`src/rtl/booth_arb_pkg.sv`:
```
// Shared defaults and the in-flight tag for the Booth multiplier arbiter.
package booth_arb_pkg;

  localparam int DEF_N       = 13;
  localparam int DEF_NUM_REQ = 4;
  localparam int DEF_MUL_LAT = 4;
  localparam int ID_W        = $clog2(DEF_NUM_REQ);

  typedef struct packed {
    logic            valid;
    logic [ID_W-1:0] id;
  } tag_t;

endpackage

```
`src/rtl/rr_arbiter.sv`:
```
// Round-robin one-hot grant over an eligible vector; zero latency, pointer advances
// past the winner on each falling-edge grant, no backpressure of its own.
module rr_arbiter #(
  parameter int NUM_REQ = 4
) (
  input  logic                       clkn_i,
  input  logic                       rstn_i,
  input  logic [NUM_REQ-1:0]         eligible,
  output logic [NUM_REQ-1:0]         grant,
  output logic [$clog2(NUM_REQ)-1:0] grant_id
);

  localparam int GW = $clog2(NUM_REQ);

  // ptr is the index with highest priority in the next arbitration.
  logic [GW-1:0] ptr;
  logic          found;
  int            idx;

  always_comb begin
    grant    = '0;
    grant_id = '0;
    found    = 1'b0;
    idx      = 0;
    for (int off = 0; off < NUM_REQ; off++) begin
      idx = int'(ptr) + off;
      if (idx >= NUM_REQ) idx = idx - NUM_REQ;
      if (!found && eligible[idx]) begin
        found      = 1'b1;
        grant[idx] = 1'b1;
        grant_id   = GW'(idx);
      end
    end
  end

  always_ff @(negedge clkn_i or negedge rstn_i) begin
    if (!rstn_i) begin
      ptr <= '0;
    end else if (found) begin
      ptr <= (int'(grant_id) == NUM_REQ - 1) ? '0 : grant_id + 1'b1;
    end
  end

endmodule

```
`src/rtl/booth_mul_arbiter.sv`:
```
// Shares one pipelined N x N multiplier among NUM_REQ requesters, one issue per cycle.
// Result appears MUL_LAT+1 edges after accept; a requester with an unconsumed result is not re-granted.
module booth_mul_arbiter
  import booth_arb_pkg::*;
#(
  parameter int N       = DEF_N,
  parameter int NUM_REQ = DEF_NUM_REQ,
  parameter int MUL_LAT = DEF_MUL_LAT
) (
  input  logic                   clkn_i,
  input  logic                   rstn_i,
  input  logic                   en_i,
  input  logic [NUM_REQ-1:0]     req_valid_i,
  output logic [NUM_REQ-1:0]     req_ready_o,
  input  logic [NUM_REQ*N-1:0]   req_a_i,
  input  logic [NUM_REQ*N-1:0]   req_b_i,
  output logic [NUM_REQ-1:0]     rsp_valid_o,
  input  logic [NUM_REQ-1:0]     rsp_ready_i,
  output logic [NUM_REQ*2*N-1:0] rsp_p_o,
  output logic [N-1:0]           mul_a_o,
  output logic [N-1:0]           mul_b_o,
  input  logic [2*N-1:0]         mul_p_i,
  output logic                   idle_o
);

  localparam int GW = $clog2(NUM_REQ);
  localparam int PW = 2 * N;

  logic [NUM_REQ-1:0] busy;
  logic [NUM_REQ-1:0] eligible;
  logic [NUM_REQ-1:0] grant;
  logic [NUM_REQ-1:0] capture;
  logic [NUM_REQ-1:0] consume;
  logic [GW-1:0]      gnt_id;
  tag_t               tag_pipe [MUL_LAT+1];
  tag_t               tag_last;

  // busy spans issue through consumption, so it also guarantees a free response slot.
  assign eligible = {NUM_REQ{en_i & rstn_i}} & req_valid_i & ~busy;

  rr_arbiter #(.NUM_REQ(NUM_REQ)) u_rr (
    .clkn_i   (clkn_i),
    .rstn_i   (rstn_i),
    .eligible (eligible),
    .grant    (grant),
    .grant_id (gnt_id)
  );

  assign req_ready_o = grant;
  assign consume     = rsp_valid_o & rsp_ready_i;
  assign tag_last    = tag_pipe[MUL_LAT];
  assign idle_o      = ~|busy;

  always_comb begin
    capture = '0;
    for (int i = 0; i < NUM_REQ; i++) begin
      capture[i] = tag_last.valid && (tag_last.id == ID_W'(i));
    end
  end

  always_ff @(negedge clkn_i or negedge rstn_i) begin
    if (!rstn_i) begin
      busy        <= '0;
      rsp_valid_o <= '0;
      rsp_p_o     <= '0;
      mul_a_o     <= '0;
      mul_b_o     <= '0;
      for (int s = 0; s <= MUL_LAT; s++) tag_pipe[s] <= '0;
    end else begin
      busy        <= (busy | grant) & ~consume;
      rsp_valid_o <= (rsp_valid_o | capture) & ~consume;
      tag_pipe[0].valid <= |grant;
      tag_pipe[0].id    <= ID_W'(gnt_id);
      for (int s = 1; s <= MUL_LAT; s++) tag_pipe[s] <= tag_pipe[s-1];
      if (|grant) begin
        mul_a_o <= req_a_i[int'(gnt_id)*N +: N];
        mul_b_o <= req_b_i[int'(gnt_id)*N +: N];
      end
      for (int i = 0; i < NUM_REQ; i++) begin
        if (capture[i]) rsp_p_o[i*PW +: PW] <= mul_p_i;
      end
    end
  end

  // A capture can only target an empty buffer, so it never meets a consume.
  always_ff @(negedge clkn_i) begin
    if (rstn_i) assert (!(|(capture & consume)));
  end

endmodule

```
`config.mk`:
```
export PLATFORM = sky130hd
export DESIGN_NAME = booth_mul_arbiter
export DESIGN_NICKNAME = d
export VERILOG_FILES = /design/src/rtl/booth_arb_pkg.sv /design/src/rtl/rr_arbiter.sv /design/src/rtl/booth_mul_arbiter.sv
export SDC_FILE = /design/constraint.sdc
export NUM_CORES = 1
export LEC_CHECK = 0
export ABC_AREA = 1
export ABC_CLOCK_PERIOD_IN_PS = 2270
export BUFFER_PORTS_ARGS = -buffer_cell sky130_fd_sc_hd__buf_2
export CORE_UTILIZATION = 45
export CTS_CLUSTER_DIAMETER = 150
export DETAILED_ROUTE_END_ITERATION = 8
export PLACE_DENSITY = 0.81
export SYNTH_ARGS = -nofsm -noshare
export SYNTH_HDL_FRONTEND = slang
export SYNTH_HIERARCHICAL = 1
export SYNTH_SLANG_ARGS = --single-unit
```
`constraint.sdc`:
```
create_clock -name clkn_i -period 2.27 [get_ports clkn_i]
set_input_delay 0.454 -clock clkn_i [delete_from_list [all_inputs] [get_ports clkn_i]]
set_output_delay 0.454 -clock clkn_i [all_outputs]
set_load 0.005 [all_outputs]
```
==> flow_metrics.py <==
metrics = {
    "yosys": {
        "synth-xor-area-share_pct": 0,
        "synthMuxAreaShare_pct": 0,
        "synth-seq-cells": 155,
        "syn_area_um2": 7380,
        "synth_cells": 944,
        "yosysWarnings": 6,
        "synth.avg_cell_area_um2": 7.82,
        "synth-compound-area-share_pct": 7.97,
        "synth-simple-area-share_pct": 26.7,
        "yosysUniqueCellTypes": 26,
        "syn-num-nets": 1094,
        "synth_top_family_by_area": "simple AND/OR/NAND/NOR gates",
        "yosysSeqAreaShare_pct": 52.6,
        "synth_fa_ha_area_share_pct": 1.53,
    },
    "timing": {
        "slew_headroom_pct": 64.6,
        "drv_slew": 0,
        "setup_viol": 174,
        "hold_viol_final": 0,
        "worst_slack_ps": -1460,
        "tightest_slew_ps": 531,
        "rsz0062_at_grt": "true",
        "fin_worst_skew_ps": 10.5,
    },
    "clock_network": {
        "cts-buffers-inserted": 17,
        "hold_buffers": 0,
        "clock-sinks": 155,
        "clkTransAtPathRegs_ps": 50,
        "worstSkewPairLatency_ps": 400,
        "htreeDepth": 4,
        "root_buffer": "clkbuf_16",
        "ctsLongestPathBuffers": 2,
        "cts_tree": "built",
    },
    "floorplanning": {
        "core_um2": 15900,
        "dieArea_um2": 16900,
        "dieWidth_um": 130,
        "die_h_um": 130,
        "start_util_pct": 46.3,
        "rows": 46,
        "num_io_pins": 280,
    },
    "min_path": {
        "min_to": "tag_pipe[5]",
        "min_path_cells": 0,
        "hp-start": "tag_pipe[8]",
        "hold_class": "register to register",
    },
    "cells_and_area": {
        "fin_cells": 1601,
        "antenna_cells": 0,
        "areaGrowthSynthToFinish_pct": 56.4,
        "fillers": 1093,
        "layout.nets": 1522,
        "drive_above_1_share_pct": 40.2,
    },
    "worst_setup_path": {
        "crit_type": "register to output pin",
        "regToRegEndpoint": "mul_b_o[0]",
        "r2r-start": "u_rr/ptr[0]",
        "crit_slowest_cell": "dfrtn_1",
        "crit_required_ps": 1820,
        "worstPathArrival_ps": 3280,
        "r2r_cells": 19,
        "path_cells": "inv_8 -> ha_4 -> inv_2 -> nand2_2 -> nand2_4 -> nor2_4 -> nand2_2 -> nor2_2 -> nor2_2 -> o21ai_2 -> buf_4 -> buf_6",
        "slowest_delay_ps": 520,
        "start_kind": "register",
        "end_kind": "output pin",
        "r2r_setup_slack_ps": -390,
        "crit_fanout": 4,
    },
    "power": {
        "p_total_mw": 25.4,
        "p_per_area_nw_per_um2": 2200,
        "leakage_nw": 6.72,
        "vdd_drop_max_mv": 1.74,
    },
    "outcome": {
        "violations": "negative setup slack",
        "status": "complete, but fails checks",
    },
    "placement": {
        "dpl.hpwl_um": 14100,
        "gp_congestion": 0.870,
        "portBuffers": 279,
        "placedCellCount": 1440,
    },
    "detailed_routing": {
        "final_antenna_net_count": 0,
        "drt_iter0_markers": 441,
        "routed-via-count": 7887,
        "wl_um": 24900,
        "drt-wirelength-per-cell_um": 15.5,
        "viasPerCell": 4.93,
        "drt_pre_antenna_iters": 5,
        "drc": 0,
    },
    "global_routing": {
        "grt_pass1_vias": 7514,
        "grt_usage_pct": 27.3,
        "grt_max_degree": 73,
        "grt_pass1_wl_um": 35500,
        "antenna_found_initial": 0,
        "overflow": 0,
    },
    "job": {
        "max_cap_viol_count": 0,
    },
}
## how the worst max path moves through the flow
stage / from / endpoint / slack, ps / cells past startpoint
after floorplan: en_i / mul_a_o[0] / -1060 / 16
after global placement: en_i / mul_a_o[12] / -1290 / 18
after detailed placement: en_i / mul_a_o[12] / -1370 / 17
after CTS: u_rr/ptr[0] / req_ready_o[0] / -1410 / 12
after global routing: busy[3] / req_ready_o[0] / -1550 / 12
final: u_rr/ptr[0] / req_ready_o[0] / -1460 / 12
## area by class of cell
type                            instances  area [µm²]  area share, %
Sequential cell                       155        3880           33.6
Timing Repair Buffer                  449        3140           27.2
Multi-Input combinational cell        588        2990           25.9
Inverter                              160         627           5.43
Clock buffer                           17         425           3.69
Tap cell                              216         270           2.34
Clock inverter                         15         195           1.69
Timing Repair inverter                  1        16.3          0.141
## placed cells by master, fill, tap and decap left out, types with 4 or more instances in the layout
cell type  instances
a21oi_1            4
buf_12            15
buf_16             4
buf_2            275
buf_4            128
buf_6             21
bufbuf_16          4
clkbuf_16         17
dfrtn_1          155
ha_1               7
inv_1            150
inv_2              7
inv_6              6
inv_8              4
nand2_1          316
nand2_2           14
nand2_4            7
nand2_8            4
nand3_1           81
nand3_2            8
nor2_1             9
nor2_2             9
nor2_4             6
nor3b_4            4
o21ai_0           89
o21ai_1           16
## sequential cells by signal (all words and copies together) (netlist names)
| register | flops |
|---|---|
| rsp_p_o | 104 |
| u_rr/ptr | 2 |
| mul_b_o | 13 |
| mul_a_o | 13 |
| tag_pipe | 12 |
| tag_last | 3 |
| rsp_valid_o | 4 |
| busy | 4 |
## worst max-delay path, delay by kind of cell (launching register included)
kind / cells / cell delay, ps
buf+inv: 4 / 300
fa+ha+maj: 1 / 290
flops: 1 / 520
simple gates: 6 / 570
compound gates: 1 / 70
## through the flow
| stage | util (%) | setup TNS (ps) | worst slack, ps | hold WS, ps | area, µm² |
|---|---|---|---|---|---|
| floorplan | - | -37260 | -1060 | 292 | 7540 |
| global placement | 58.8 | -117160 | -1290 | 293 | 9370 |
| detailed placement | 58.8 | -122560 | -1370 | 295 | 9370 |
| CTS | 69.8 | -77310 | -1410 | 296 | 11100 |
| global route | 72.4 | -89720 | -1550 | 303 | 11500 |
| finish | 72.4 | -80690 | -1460 | 293 | 11500 |
## cell families (layout without fill, tap and decap cells)
family	after synthesis	count (layout)
fa+ha+maj	9	9
buf+inv	203	642
compound gates	117	117
flops	155	155
simple gates	460	462
## per-layer routing
metal,track usage (%),routed length [µm],vias up
met5,0,0,-
met4,15.0,793,0
met3,6.48,1940,72
met2,49.5,12900,429
met1,29.3,9230,3646
li1,-,-,3740
## Yosys cell counts
library cell	n	share of area, %
a21oi_1	6	0.41
buf_2	26	1.8
buf_4	2	0.20
buf_6	3	0.46
clkbuf_1	11	0.56
clkbuf_2	1	0.068
dfrtn_1	155	53
ha_1	9	1.5
inv_1	155	7.9
inv_2	4	0.20
inv_8	1	0.15
nand2_1	328	17
nand2_2	6	0.51
nand2_4	5	0.76
nand3_1	86	5.8
nand3_2	4	0.54
nand3_4	1	0.24
nand4_2	1	0.17
nor2_1	20	1.0
nor2_2	3	0.25
nor2_4	1	0.15
nor3b_1	4	0.41
nor4_1	1	0.085
o21a_1	1	0.10
o21ai_0	89	6.0
o21ai_1	21	1.4
## where the power goes
part           total (mW)  switching, mW  internal (mW)
clock                2.95           1.26           1.68
sequential           5.17          0.781           4.39
combinational        17.3           8.77           8.56
total                25.4           10.8           14.6
## repair_timing
action	in CTS	in global routing
pin swaps	38	6
setup buffers	79	45
endpoints found under the setup margin	246	283
gates resized for setup	56	31
gates cloned	11	0
Power figures use the tool's default switching activity.
